--- config.mk ---
export PLATFORM = sky130hd
export DESIGN_NAME = game_phase_sequencer
export DESIGN_NICKNAME = d
export VERILOG_FILES = /design/src/rtl/game_phase_sequencer.sv
export SDC_FILE = /design/constraint.sdc
export NUM_CORES = 1
export LEC_CHECK = 0
export ABC_AREA = 1
export BUFFER_PORTS_ARGS = -buffer_cell sky130_fd_sc_hd__buf_2
export CORE_AREA = 5 5 114 116
export DETAILED_ROUTE_END_ITERATION = 10
export DIE_AREA = 0 0 119 121
export PLACE_DENSITY = 0.8
export SLEW_MARGIN = 10
export SYNTH_ARGS = -nofsm -noshare
export SYNTH_HDL_FRONTEND = slang
export SYNTH_SLANG_ARGS = --single-unit
--- constraint.sdc ---
create_clock -name ClkPort -period 6 [get_ports ClkPort]
set_clock_uncertainty 0.2 [all_clocks]
set_input_delay 0.9 -clock ClkPort [delete_from_list [all_inputs] [get_ports ClkPort]]
set_output_delay 0.9 -clock ClkPort [all_outputs]
set_load 0.005 [all_outputs]
--- src/rtl/game_phase_sequencer.sv ---
// ----------------------------------------------------------------------------
// game_phase_sequencer
//
// Top-level game sequencer for the VGA build. Synchronises and debounces the
// three push buttons, detects frame starts from the display vSync, and steps
// the game phase FSM IDLE -> COUNTDOWN -> PLAY <-> PAUSE, PLAY -> OVER -> IDLE.
// While playing it issues one move tick every FRAMES_PER_MOVE frames, carrying
// the most recent steer request made since the previous tick.
//
// Ports
//   ClkPort    in   1  system clock (100 MHz)
//   Reset      in   1  asynchronous, active-high reset
//   BtnU       in   1  raw start/pause/acknowledge button (asynchronous)
//   BtnL       in   1  raw steer-left button (asynchronous)
//   BtnR       in   1  raw steer-right button (asynchronous)
//   vSync      in   1  display vSync, active-low pulse (asynchronous)
//   game_over  in   1  level from fpsr_controller, synchronous to ClkPort
//   state      out  3  0 IDLE, 1 COUNTDOWN, 2 PLAY, 3 PAUSE, 4 OVER
//   countdown  out  4  remaining countdown value, 0 outside COUNTDOWN
//   move_tick  out  1  one-cycle move pulse, only ever high in PLAY
//   move_dir   out  2  00 none, 01 left, 10 right; valid with move_tick
//   sw_en      out  1  switch_controller (overlay) enable
//   fc_en      out  1  fpsr_controller enable
//   bc_en      out  1  board_controller enable
// ----------------------------------------------------------------------------
module game_phase_sequencer #(
    parameter int unsigned DEBOUNCE_CYCLES   = 1_000_000,
    parameter int unsigned COUNT_TICK_CYCLES = 100_000_000,
    parameter int unsigned COUNTDOWN_TICKS   = 3,
    parameter int unsigned FRAMES_PER_MOVE   = 2
) (
    input  logic       ClkPort,
    input  logic       Reset,
    input  logic       BtnU,
    input  logic       BtnL,
    input  logic       BtnR,
    input  logic       vSync,
    input  logic       game_over,
    output logic [2:0] state,
    output logic [3:0] countdown,
    output logic       move_tick,
    output logic [1:0] move_dir,
    output logic       sw_en,
    output logic       fc_en,
    output logic       bc_en
);

    localparam int unsigned DbW = $clog2(DEBOUNCE_CYCLES) + 1;
    localparam int unsigned StW = $clog2(COUNT_TICK_CYCLES) + 1;
    localparam int unsigned FrW = $clog2(FRAMES_PER_MOVE) + 1;

    localparam logic [DbW-1:0] DbMax   = DbW'(DEBOUNCE_CYCLES - 1);
    localparam logic [StW-1:0] StepMax = StW'(COUNT_TICK_CYCLES - 1);
    localparam logic [FrW-1:0] FrMax   = FrW'(FRAMES_PER_MOVE - 1);
    localparam logic [3:0]     CdStart = 4'(COUNTDOWN_TICKS);

    // Button vector index
    localparam int unsigned IdxU = 0;
    localparam int unsigned IdxL = 1;
    localparam int unsigned IdxR = 2;

    typedef enum logic [2:0] {
        StIdle      = 3'd0,
        StCountdown = 3'd1,
        StPlay      = 3'd2,
        StPause     = 3'd3,
        StOver      = 3'd4
    } state_e;

    // ------------------------------------------------------------------
    // Input synchronisers and debouncers
    // ------------------------------------------------------------------
    logic [2:0]     btn_raw;
    logic [2:0]     btn_s1_q, btn_s2_q;
    logic [2:0]     deb_q, deb_d, deb_prev_q;
    logic [DbW-1:0] db_cnt_q [3];
    logic [DbW-1:0] db_cnt_d [3];
    logic [2:0]     press;
    logic           press_u, press_l, press_r;

    logic vs_s1_q, vs_s2_q, vs_prev_q;
    logic frame_start;

    assign btn_raw = {BtnR, BtnL, BtnU};

    always_ff @(posedge ClkPort or posedge Reset) begin
        if (Reset) begin
            btn_s1_q   <= '0;
            btn_s2_q   <= '0;
            deb_q      <= '0;
            deb_prev_q <= '0;
            for (int i = 0; i < 3; i++) begin
                db_cnt_q[i] <= '0;
            end
            vs_s1_q   <= 1'b0;
            vs_s2_q   <= 1'b0;
            vs_prev_q <= 1'b0;
        end else begin
            btn_s1_q   <= btn_raw;
            btn_s2_q   <= btn_s1_q;
            deb_q      <= deb_d;
            deb_prev_q <= deb_q;
            for (int i = 0; i < 3; i++) begin
                db_cnt_q[i] <= db_cnt_d[i];
            end
            vs_s1_q   <= vSync;
            vs_s2_q   <= vs_s1_q;
            vs_prev_q <= vs_s2_q;
        end
    end

    // The counter only runs while the synced level disagrees with the
    // debounced level; any agreement (a bounce back) restarts it.
    always_comb begin
        deb_d    = deb_q;
        db_cnt_d = '{default: '0};
        for (int i = 0; i < 3; i++) begin
            if (btn_s2_q[i] != deb_q[i]) begin
                if (db_cnt_q[i] == DbMax) begin
                    deb_d[i] = btn_s2_q[i];
                end else begin
                    db_cnt_d[i] = db_cnt_q[i] + 1'b1;
                end
            end
        end
    end

    assign press   = deb_q & ~deb_prev_q;
    assign press_u = press[IdxU];
    assign press_l = press[IdxL];
    assign press_r = press[IdxR];

    // vSync is active-low: a frame begins on its falling edge.
    assign frame_start = vs_prev_q & ~vs_s2_q;

    // ------------------------------------------------------------------
    // Phase FSM and datapath
    // ------------------------------------------------------------------
    state_e         state_q, state_d;
    logic [3:0]     countdown_q, countdown_d;
    logic [StW-1:0] step_q, step_d;
    logic [FrW-1:0] frame_q, frame_d;
    logic [1:0]     pend_q, pend_d;
    logic           tick_q, tick_d;
    logic [1:0]     dir_q, dir_d;
    logic           sw_en_q, sw_en_d;
    logic           fc_en_q, fc_en_d;
    logic           bc_en_q, bc_en_d;

    // State register
    always_ff @(posedge ClkPort or posedge Reset) begin
        if (Reset) begin
            state_q <= StIdle;
        end else begin
            state_q <= state_d;
        end
    end

    // Next-state and datapath logic
    always_comb begin
        state_d     = state_q;
        countdown_d = countdown_q;
        step_d      = step_q;
        frame_d     = frame_q;
        pend_d      = pend_q;
        tick_d      = 1'b0;
        dir_d       = 2'b00;

        case (state_q)
            StIdle: begin
                if (press_u) begin
                    state_d     = StCountdown;
                    countdown_d = CdStart;
                    step_d      = '0;
                end
            end

            StCountdown: begin
                if (step_q == StepMax) begin
                    step_d = '0;
                    if (countdown_q == 4'd1) begin
                        state_d     = StPlay;
                        countdown_d = 4'd0;
                        frame_d     = '0;
                        pend_d      = 2'b00;
                    end else begin
                        countdown_d = countdown_q - 4'd1;
                    end
                end else begin
                    step_d = step_q + 1'b1;
                end
            end

            StPlay: begin
                // Frame/tick logic only runs when staying in PLAY, so no tick
                // can appear in the cycle the FSM leaves PLAY.
                if (game_over) begin
                    state_d = StOver;
                end else if (press_u) begin
                    state_d = StPause;
                end else if (frame_start) begin
                    if (frame_q == FrMax) begin
                        frame_d = '0;
                        tick_d  = 1'b1;
                        dir_d   = pend_q;
                        pend_d  = 2'b00;
                    end else begin
                        frame_d = frame_q + 1'b1;
                    end
                end
                // A press overrides the post-consume clear, so it lands in
                // the pending slot for the following tick.
                if (press_l && !press_r) begin
                    pend_d = 2'b01;
                end else if (press_r && !press_l) begin
                    pend_d = 2'b10;
                end
            end

            StPause: begin
                if (press_u) begin
                    state_d = StPlay;
                end
            end

            StOver: begin
                if (press_u) begin
                    state_d = StIdle;
                end
            end

            default: begin
                state_d = StIdle;
            end
        endcase
    end

    // Output logic: enables follow the next state so they change together
    // with the registered state.
    always_comb begin
        bc_en_d = 1'b1;
        fc_en_d = (state_d == StPlay) || (state_d == StPause) || (state_d == StOver);
        sw_en_d = (state_d != StPlay);
    end

    always_ff @(posedge ClkPort or posedge Reset) begin
        if (Reset) begin
            countdown_q <= 4'd0;
            step_q      <= '0;
            frame_q     <= '0;
            pend_q      <= 2'b00;
            tick_q      <= 1'b0;
            dir_q       <= 2'b00;
            sw_en_q     <= 1'b1;
            fc_en_q     <= 1'b0;
            bc_en_q     <= 1'b1;
        end else begin
            countdown_q <= countdown_d;
            step_q      <= step_d;
            frame_q     <= frame_d;
            pend_q      <= pend_d;
            tick_q      <= tick_d;
            dir_q       <= dir_d;
            sw_en_q     <= sw_en_d;
            fc_en_q     <= fc_en_d;
            bc_en_q     <= bc_en_d;
        end
    end

    assign state     = state_q;
    assign countdown = countdown_q;
    assign move_tick = tick_q;
    assign move_dir  = dir_q;
    assign sw_en     = sw_en_q;
    assign fc_en     = fc_en_q;
    assign bc_en     = bc_en_q;

endmodule
==> flow_summary.json <==
{
  "cts.sinks": 122,
  "critPathKind": "reg2out",
  "cts.path.max_buffers": 2,
  "nets": 979,
  "insertion_delay_ns": 0.42,
  "initial_core_util_pct": 58.2,
  "gr-total-overflow": 0,
  "nFillCells": 984,
  "io_pins": 20,
  "synthesis.area_mm2": 0.00687,
  "post-cts-setup-buffers": 0,
  "relSlewSlack_pct": 31.2,
  "worstHoldPathType": "reg2reg",
  "ys_types": 38,
  "path_clk_slew_ns": 0.06,
  "synth-seq-cells": 122,
  "cts_tree": "done",
  "core-area_mm2": 0.0118,
  "rows": 40,
  "seq_area_mm2": 0.00305,
  "cts_root_buffer": "clkbuf_16",
  "synth_area_leaders": "dfrtp_1 44%, nand2_1 13%, nor2_1 10%",
  "htreeDepth": 4,
  "path_buf_inv": 1,
  "tns_ns": 0,
  "synthCells": 937,
  "cp.arrival_ns": 1.07,
  "portBuffers": 18,
  "die_y_um": 121,
  "worstPathCellList": "buf_2",
  "area_delta_synth_final_pct": 12.4,
  "fin_hold_ws_ns": 0.149,
  "post_dp_cell_area_mm2": 0.00710,
  "hold_violations": 0,
  "outcome": "complete, no violations",
  "slowest_delay_ns": 0.47,
  "grt_pass1_vias": 5647,
  "crit_slowest_cell": "dfrtp_1",
  "die_w_um": 119,
  "ctsResizeCount": 0,
  "grt_pass1_wl_mm": 26.1,
  "worst_pin_slew_ns": 1.03,
  "slew_viol_final": 0,
  "numCtsBuffers": 17,
  "dpl.hpwl_mm": 10.6,
  "gp_congestion": 0.968,
  "vias": 6053,
  "wl_per_cell_um": 13.4,
  "crit_path_end_kind": "output pin",
  "ys_warn_count": 0,
  "antenna_left": 0,
  "route.detailed.drc": 0,
  "power_per_cell_area_mw_per_mm2": 252,
  "synth_top_area_share_pct": 44.0,
  "antenna_found_initial": 0,
  "drt_iter0_drc": 547,
  "wirelength_mm": 15.1,
  "irDropWorstVdd_mv": 0.199,
  "min_period_ns": 2.17,
  "synth_ff_type": "dfrtp_1",
  "design_area_mm2": 0.00773,
  "async_flop_share_pct": 100,
  "syn_nets": 950,
  "crit_family": "flip-flops",
  "rsz0062_at_grt": "no",
  "yosysSeqAreaShare_pct": 44.4,
  "worstPathRequired_ns": 4.90,
  "viasPerCell": 5.38,
  "cp_max_fo": 6,
  "dr.pass1.iters": 5,
  "fmax_mhz": 460,
  "yosys.area.top_type": "dfrtp_1",
  "drv_cap": 0,
  "leakagePower_nw": 3.44,
  "track_usage_pct": 22.2,
  "multiInputGateArea_mm2": 0.00337,
  "layout-drive-gt1-share_pct": 7.97,
  "synth-edff-count": 0,
  "fp.dieArea_mm2": 0.0144,
  "post-route-period-util_pct": 36.2,
  "setup_viol": 0,
  "diodes": 0,
  "cp-start-kind": "register",
  "grt_max_degree": 88,
  "fin_total_pwr_mw": 1.95,
  "syn_avg_cell_area_um2": 7.34,
  "holdBufCountCts": 0
}
==> cells by family (layout without fill, tap and decap cells) <==
| logic type | count (synthesis) | after routing | share of synthesized area [%] |
|---|---|---|---|
| and+or+nand+nor | 617 | 617 | 39.3 |
| DFF | 122 | 122 | 44.4 |
| buffers and inverters | 111 | 153 | 6.48 |
| xor gates and xnor gates | 43 | 43 | 5.48 |
| AOI/OAI and AO/OA | 37 | 37 | 3.13 |
| adders and majority gates | 6 | 6 | 1.09 |
| other | 1 | 1 | 0.0546 |
==> power by group <==
| part | total [mW] | internal (mW) | switching, mW | leakage, nW |
|---|---|---|---|---|
| registers | 0.839 | 0.831 | 0.00744 | 1.66 |
| logic | 0.0376 | 0.00817 | 0.0294 | 1.47 |
| clock network | 1.07 | 0.690 | 0.379 | 0.303 |
==> cell usage in the layout, fill, tap and decap left out, types with 2 or more instances in the layout <==
cell,n
inv_6,2
nand4_1,39
dfrtp_1,121
nand3_2,4
o21bai_1,8
nand2_1,246
or2_2,3
ha_1,6
nor3b_1,4
o21ai_0,15
a21oi_1,5
o21ai_1,4
inv_2,3
bufinv_16,3
clkinv_4,4
nor2_2,3
clkinvlp_4,2
xnor2_1,7
nand3_1,79
clkbuf_8,3
nor3_1,30
nand3b_1,7
inv_1,97
buf_2,18
nand2_4,3
o22ai_1,2
nor2_4,3
inv_4,2
clkbuf_16,17
nand2_2,2
xor2_1,36
nor2_1,191
==> state kept, by name, summed over array words and instances, names as in the netlist, 3 cells and up <==
register and count:
countdown 4, deb_prev_q 3, deb_q 3, db_cnt_q 63
state 3, step_q 28, btn_s1_q 3, btn_s2_q 3
==> through the flow <==
stage	worst slack, ns	util (%)	std cells
after CTS	3.83	65.4	1126
after floorplan	1.66	-	937
after global placement	3.52	60.1	1094
after global routing	3.65	65.4	1126
after detailed placement	3.49	60.1	1094
final	3.83	65.4	1126
==> metal layers <==
| metal | track usage (%) | up-vias | share of wire, % | wire [um] |
|---|---|---|---|---|
| met1 | 29.8 | 2768 | 45 | 6820 |
| met2 | 35.6 | 204 | 47 | 7070 |
| met3 | 5.36 | 29 | 6.6 | 994 |
| met4 | 7.31 | 0 | 1.6 | 248 |
| met5 | 0 | - | 0 | 0 |
| li1 | - | 3052 | - | - |
==> synth_stat cells, types with 4 or more instances <==
cell type / n
nor2_1: 191
inv_1: 98
nand3b_1: 7
nand2_1: 246
nand3_2: 4
nand4_1: 39
xnor2_1: 7
o21ai_1: 4
ha_1: 6
xor2_1: 36
a21oi_1: 5
o21bai_1: 8
dfrtp_1: 121
nor3_1: 30
nor3b_1: 4
o21ai_0: 15
nand3_1: 79
==> layout make-up <==
type / instances / area share [%]
Clock inverter: 12 / 2.10
Tap cell: 147 / 2.38
Multi-Input combinational cell: 704 / 43.7
Timing Repair Buffer: 19 / 1.26
Sequential cell: 122 / 39.5
Inverter: 102 / 5.02
Clock buffer: 20 / 6.04
==> path summary, 6_finish.rpt <==
path,startpoint,endpoint,slack [ns],depth (start not counted)
worst max-delay path,state[0],state[0],3.83,1
worst min-delay path,btn_s1_q[0],btn_s2_q[0],0.15,0
worst max register to register,state[1],step_q[5],3.85,7
worst min register to register,btn_s1_q[0],btn_s2_q[0],0.15,0
max in group asynchronous,Reset,db_cnt_q[3],4.04,3
min in group asynchronous,Reset,db_cnt_q[50],0.54,2
No activity file was read; power rests on OpenSTA's default activity.
